<file path="src/rtl/ifetch_pkg.sv">
// rtl/ifetch_pkg.sv - shared types and constants for the instruction fetch stage
package ifetch_pkg;

  localparam int PAYLOAD_W = 14;

  typedef enum logic [1:0] {
    IDLE    = 2'd0,
    FETCH   = 2'd1,
    PRESENT = 2'd2,
    RELEASE = 2'd3
  } state_t;

  localparam logic [1:0] TAG_NULL = 2'b00;
  localparam logic [1:0] TAG_A    = 2'b01;
  localparam logic [1:0] TAG_B    = 2'b10;

  // Valid words alternate A/B; anything else restarts at A
  function automatic logic [1:0] next_tag(input logic [1:0] tag);
    return (tag == TAG_A) ? TAG_B : TAG_A;
  endfunction

endpackage

</file>
<file path="src/rtl/instr_fetch_if.sv">
// rtl/instr_fetch_if.sv - program memory bus and instruction register handshake
interface instr_fetch_if #(
  parameter int ADDR_W = 8
);
  import ifetch_pkg::*;

  logic [ADDR_W-1:0]    mem_addr;
  logic                 mem_rd;
  logic                 mem_ready;
  logic [PAYLOAD_W-1:0] mem_rdata;
  logic [15:0]          data_out;
  logic [1:0]           ph1_out;
  logic                 ack_in;
  logic [ADDR_W-1:0]    pc_out;

  modport master (
    output mem_addr, mem_rd, data_out, ph1_out, pc_out,
    input  mem_ready, mem_rdata, ack_in
  );

  modport slave (
    input  mem_addr, mem_rd, data_out, ph1_out, pc_out,
    output mem_ready, mem_rdata, ack_in
  );

endinterface

</file>
<file path="src/rtl/ack_sync.sv">
// rtl/ack_sync.sv - two-flop synchronizer for the asynchronous acknowledge
module ack_sync (
  input  logic clk,
  input  logic rst_n,
  input  logic d_i,
  output logic q_o
);

  logic meta_q;
  logic sync_q;

  // Two back-to-back flops let a metastable first stage settle before use
  always_ff @(posedge clk or negedge rst_n) begin
    if (!rst_n) begin
      meta_q <= 1'b0;
      sync_q <= 1'b0;
    end else begin
      meta_q <= d_i;
      sync_q <= meta_q;
    end
  end

  assign q_o = sync_q;

endmodule

</file>
<file path="src/rtl/instr_fetch.sv">
// rtl/instr_fetch.sv - fetch stage with 4-phase handshake; IFETCH_ACK_SYNC_EN adds ack synchronizer
module instr_fetch
  import ifetch_pkg::*;
#(
  parameter int                ADDR_W   = 8,
  parameter logic [ADDR_W-1:0] RESET_PC = '0
) (
  input  logic              clk,
  input  logic              rst_n,
  input  logic              halt,
  input  logic              redirect,
  input  logic [ADDR_W-1:0] redirect_pc,
  instr_fetch_if.master     bus
);

  localparam logic [ADDR_W-1:0] PC_ONE = {{(ADDR_W-1){1'b0}}, 1'b1};

  state_t               state_q, state_d;
  logic [ADDR_W-1:0]    pc_q, pc_d;
  logic [1:0]           tag_q, tag_d;
  logic [PAYLOAD_W-1:0] payload_q, payload_d;
  logic                 pend_q, pend_d;
  logic [ADDR_W-1:0]    pend_pc_q, pend_pc_d;
  logic                 ack_s;

`ifdef IFETCH_ACK_SYNC_EN
  ack_sync u_ack_sync (
    .clk   (clk),
    .rst_n (rst_n),
    .d_i   (bus.ack_in),
    .q_o   (ack_s)
  );
`else
  assign ack_s = bus.ack_in;
`endif

  // State and datapath registers; reset aborts any handshake in flight
  always_ff @(posedge clk or negedge rst_n) begin
    if (!rst_n) begin
      state_q   <= IDLE;
      pc_q      <= RESET_PC;
      tag_q     <= TAG_A;
      payload_q <= '0;
      pend_q    <= 1'b0;
      pend_pc_q <= '0;
    end else begin
      state_q   <= state_d;
      pc_q      <= pc_d;
      tag_q     <= tag_d;
      payload_q <= payload_d;
      pend_q    <= pend_d;
      pend_pc_q <= pend_pc_d;
    end
  end

  // Next-state logic: redirects act at once outside a handshake, deferred inside one
  always_comb begin
    state_d   = state_q;
    pc_d      = pc_q;
    tag_d     = tag_q;
    payload_d = payload_q;
    pend_d    = pend_q;
    pend_pc_d = pend_pc_q;
    case (state_q)
      IDLE: begin
        if (redirect) pc_d = redirect_pc;
        if (!halt) state_d = FETCH;
      end
      FETCH: begin
        // A redirect beats returning data: the read restarts at the new address
        if (redirect) begin
          pc_d = redirect_pc;
        end else if (bus.mem_ready) begin
          payload_d = bus.mem_rdata;
          state_d   = PRESENT;
        end
      end
      PRESENT: begin
        if (redirect) begin
          pend_d    = 1'b1;
          pend_pc_d = redirect_pc;
        end
        if (ack_s) state_d = RELEASE;
      end
      RELEASE: begin
        if (redirect) begin
          pend_d    = 1'b1;
          pend_pc_d = redirect_pc;
        end
        if (!ack_s) begin
          // The newest redirect, even one arriving this cycle, picks the next pc
          if (redirect)    pc_d = redirect_pc;
          else if (pend_q) pc_d = pend_pc_q;
          else             pc_d = pc_q + PC_ONE;
          pend_d  = 1'b0;
          tag_d   = next_tag(tag_q);
          state_d = halt ? IDLE : FETCH;
        end
      end
      default: state_d = IDLE;
    endcase
  end

  // Outputs decode straight from state so reset nulls them without waiting for a clock
  always_comb begin
    bus.data_out = 16'h0000;
    bus.ph1_out  = TAG_NULL;
    case (state_q)
      PRESENT: begin
        bus.data_out = {tag_q, payload_q};
        bus.ph1_out  = tag_q;
      end
      RELEASE: begin
        bus.data_out = {TAG_NULL, payload_q};
        bus.ph1_out  = tag_q;
      end
      default: ;
    endcase
  end

  assign bus.mem_rd   = (state_q == FETCH);
  assign bus.mem_addr = pc_q;
  assign bus.pc_out   = pc_q;

endmodule

</file>
<file path="src/flat_wrapper.sv">
// flat-port wrapper written by rule: the top's interface ports become plain ports
module instr_fetch_flat import ifetch_pkg::*;
#(
  parameter int                ADDR_W   = 8,
  parameter logic [ADDR_W-1:0] RESET_PC = '0
)
  (clk, rst_n, halt, redirect, redirect_pc, bus_mem_addr, bus_mem_rd, bus_data_out, bus_ph1_out, bus_pc_out, bus_mem_ready, bus_mem_rdata, bus_ack_in);
  instr_fetch_if #(.ADDR_W(ADDR_W)) bus_i ();
  input  logic clk;
  input  logic rst_n;
  input  logic halt;
  input  logic redirect;
  input  logic [ADDR_W-1:0] redirect_pc;
  output wire logic [$bits(bus_i.mem_addr)-1:0] bus_mem_addr;
  output wire logic [$bits(bus_i.mem_rd)-1:0] bus_mem_rd;
  output wire logic [$bits(bus_i.data_out)-1:0] bus_data_out;
  output wire logic [$bits(bus_i.ph1_out)-1:0] bus_ph1_out;
  output wire logic [$bits(bus_i.pc_out)-1:0] bus_pc_out;
  input wire logic [$bits(bus_i.mem_ready)-1:0] bus_mem_ready;
  input wire logic [$bits(bus_i.mem_rdata)-1:0] bus_mem_rdata;
  input wire logic [$bits(bus_i.ack_in)-1:0] bus_ack_in;
  assign bus_mem_addr = bus_i.mem_addr;
  assign bus_mem_rd = bus_i.mem_rd;
  assign bus_data_out = bus_i.data_out;
  assign bus_ph1_out = bus_i.ph1_out;
  assign bus_pc_out = bus_i.pc_out;
  assign bus_i.mem_ready = bus_mem_ready;
  assign bus_i.mem_rdata = bus_mem_rdata;
  assign bus_i.ack_in = bus_ack_in;
  instr_fetch #(.ADDR_W(ADDR_W), .RESET_PC(RESET_PC)) u_core (.clk(clk), .rst_n(rst_n), .halt(halt), .redirect(redirect), .redirect_pc(redirect_pc), .bus(bus_i));
endmodule
</file>
<file path="config.mk">
export PLATFORM = sky130hd
export DESIGN_NAME = instr_fetch_flat
export DESIGN_NICKNAME = d
export VERILOG_FILES = /design/src/rtl/ifetch_pkg.sv /design/src/rtl/instr_fetch_if.sv /design/src/rtl/ack_sync.sv /design/src/rtl/instr_fetch.sv /design/src/flat_wrapper.sv
export SDC_FILE = /design/constraint.sdc
export NUM_CORES = 1
export LEC_CHECK = 0
export BUFFER_PORTS_ARGS = -buffer_cell sky130_fd_sc_hd__buf_4
export CAP_MARGIN = 15
export CORE_UTILIZATION = 33
export DETAILED_ROUTE_END_ITERATION = 10
export GPL_TIMING_DRIVEN = 1
export HOLD_SLACK_MARGIN = 0.08
export PLACE_DENSITY = 0.55
export SLEW_MARGIN = 20
export SYNTH_ARGS = -nofsm -noshare
export SYNTH_HDL_FRONTEND = slang
export SYNTH_HIERARCHICAL = 1
export SYNTH_SLANG_ARGS = --single-unit
</file>
<file path="constraint.sdc">
create_clock -name clk -period 2 [get_ports clk]
set_clock_uncertainty 0.2 [all_clocks]
set_input_delay 0.2 -clock clk [delete_from_list [all_inputs] [get_ports clk]]
set_output_delay 0.2 -clock clk [all_outputs]
set_load 0.02 [all_outputs]
</file>
==> flow_summary.toml <==
[timing]
fmax_ghz = 0.5265
final_hold_viol_count = 0
drv_slew = 0
rsz0062_at_grt = "no"
worstMarginPinSlew_ns = 0.4614
fin_crit_ns = 1.899
setup_viol = 0
slew_headroom_pct = 69.24
period_share_pct = 94.96
setup_tns_ns = 0

[yosys]
synth-seq-cells = 35
ys_seq_area_share_pct = 46.24
ys_warn_count = 6
synth.area.top_cells = "dfrtp_1, mux2_2, nor2b_1, ha_1, buf_4"
synthesis.instances = 175
synthFlopType = "dfrtp_1"
async_reset_ff_share_pct = 100.0
synth_common_cells = "dfrtp_1, mux2_2, nor2b_1, nand2_1, nor2_1"
synth-edff-count = 0
avgSynthCellArea_um2 = 10.84
synth_nets = 209
synth_top_area_share_pct = 44.85
yosysMostFrequentCell = "dfrtp_1"
ys_types = 36
synth_top_area_cell = "dfrtp_1"
syn-cell-area_um2 = 1897

[floorplanning]
top_level_ports = 63
start_util_pct = 34.45
core_um2 = 5507
die_h_um = 77.82
num_rows = 27
die_area_um2 = 6055
fp.dieW_um = 77.82

[place]
place_congestion = 0.7565
portBuffers = 62
dp_hpwl_mm = 3.007

[global_routing]
antenna_found_initial = 0
grt_pass1_vias = 1519
grt_max_degree = 36
track_usage_pct = 16.07
overflow = 0
grt_pass1_wl_mm = 7.472

[clock_network]
cts_tree = "built"
cts_buffer_depth = 2
clock_sinks = 35
root_buffer = "clkbuf_8"
h-tree-depth = 2
cts-buffers-inserted = 5
path_clk_slew_ns = 0.07
clk_latency_ns = 0.28

[setup_path]
r2r_cells = 5
crit_type = "register to output port"
cp_slowest_stage_delay_ns = 0.45
crit_fanout = 8
crit_top_cell = "buf_4"
cp-start-kind = "register"
crit_path_cell_trace = "inv_4 > ha_4 > nor2_4 > buf_4 > nor2b_1 > buf_4"
critPathCaptureType = "output port"
critical_path_required_ns = 1.60
critPathSlowestCell = "dfrtp_2"
crit_arrival_ns = 1.50

[pwr]
p_per_area_nw_per_um2 = 1609
power.leakage_uw = 0.001285
peakVddDrop_mv = 0.7441
power_uw = 4559

[outcome]
run_status = "finished, final reports clean"

[routing]
vias = 1574
dr.pass1.iters = 3
wl_per_cell_um = 13.53
drc_errors = 0
post_drt_via_cell_ratio = 4.657
ant_nets = 0
dr.first_iter.drc_count = 62
routed_wl_mm = 4.574

[hold_path]
min_path_cells = 5
min_path_type = "primary input to register"

[final_layout]
final_net_count = 299
syn2layout_area_growth_pct = 49.41
antennaDiodeCount = 0
drive_above_1_share_pct = 43.98

[flow_run]
cap_viol_max_count = 0
[registers in the layout (all words and copies together), names as in the netlist]
| register | flops |
|---|---|
| u_core/pend_q | 1 |
| u_core/pend_pc_q | 8 |
| u_core/state_q | 2 |
| u_core/bus.mem_addr | 8 |
| u_core/tag_q | 2 |
| u_core/payload_q | 14 |
[power breakdown]
part / total, µW / internal [µW] / switching [µW]
registers: 1390 / 1080 / 304
logic: 2640 / 1290 / 1350
clock network: 532 / 278 / 254
[per-stage QoR]
stage | cells | utilization [%] | cell area, µm² | hold slack, ns | setup WS [ns]
2_1_floorplan | 175 | - | 1897 | -0.2956 | 0.1202
3_3_place_gp | 303 | 44.24 | 2436 | -0.007582 | 0.1568
3_5_place_dp | 303 | 44.24 | 2436 | -0.005875 | 0.08855
4_1_cts | 337 | 50.67 | 2790 | 0.1278 | 0.001984
5_1_grt | 338 | 51.47 | 2834 | 0.1644 | 0.003295
6_report | 338 | 51.47 | 2834 | 0.1424 | 0.1007
[cells by family (layout without fill, tap and decap cells)]
family,after synthesis,in the layout,synth area share (%)
buf+inv,17,108,5.079
flops,35,35,46.24
compound gates,27,27,10.49
fa+ha+maj,6,6,3.958
simple gates,59,59,16.43
mux,28,28,16.42
xor+xnor,3,3,1.385
[per-layer routing]
layer / part of all wire, % / global-route usage [%] / vias to the layer above / wire, µm
li1: - / - / 779 / -
met1: 44 / 19.91 / 738 / 2003
met2: 48 / 25.75 / 55 / 2188
met3: 8.0 / 6.706 / 2 / 364
met4: 0.35 / 3.962 / 0 / 16
met5: 0 / 0 / - / 0
[worst max-delay path, delay by kind of cell (launching register included)]
kind	cells	cell delay, ns
DFF	1	0.45
buffers and inverters	3	0.42
and+or+nand+nor	2	0.18
adders and majority gates	1	0.17
[path summary, 6_finish.rpt]
check / from / to / slack [ns]
hold / removal: bus_mem_ready / u_core/state_q[0]$_DFFE_PN0P_ / 0.14
hold reg to reg: u_core/payload_q[4]$_DFFE_PN0P_ / u_core/payload_q[4]$_DFFE_PN0P_ / 0.30
max in group asynchronous: rst_n / u_core/tag_q[0]$_DFFE_PN1P_ / 1.04
setup reg to reg: u_core/state_q[0]$_DFFE_PN0P_ / u_core/payload_q[13]$_DFFE_PN0P_ / 0.12
min in group asynchronous: rst_n / u_core/pend_pc_q[5]$_DFFE_PN0P_ / 0.21
setup / recovery: u_core/state_q[0]$_DFFE_PN0P_ / bus_data_out[4] / 0.10
[timing repair]
item | 4_1_cts | 5_1_grt
gates cloned | 0 | 1
hold buffers | 25 | 0
endpoints found under the setup margin | 16 | 17
pin swaps | 0 | 0
hold endpoints to repair | 70 | 0
resized for setup | 3 | 10
buffers inserted | 1 | 0
[placed cells by master, fill, tap and decap left out, types with 4 or more instances in the layout]
master	n
buf_4	69
nand2b_1	5
clkbuf_8	6
nor2_1	10
ha_1	4
nor2b_1	16
dfrtp_1	32
mux2_2	25
dlygate4sd3_1	25
nand2_1	13
o21ai_0	9
[cell type report]
type	count	area [µm²]
clock inverters	1	5.005
repair buffers	96	799.5
multi-input cells	123	955.9
fillers	538	2673
inverters	4	17.52
flip-flops and latches	35	879.6
clock buffers	7	86.33
well taps	72	90.09
Power figures use the tool's default switching activity.
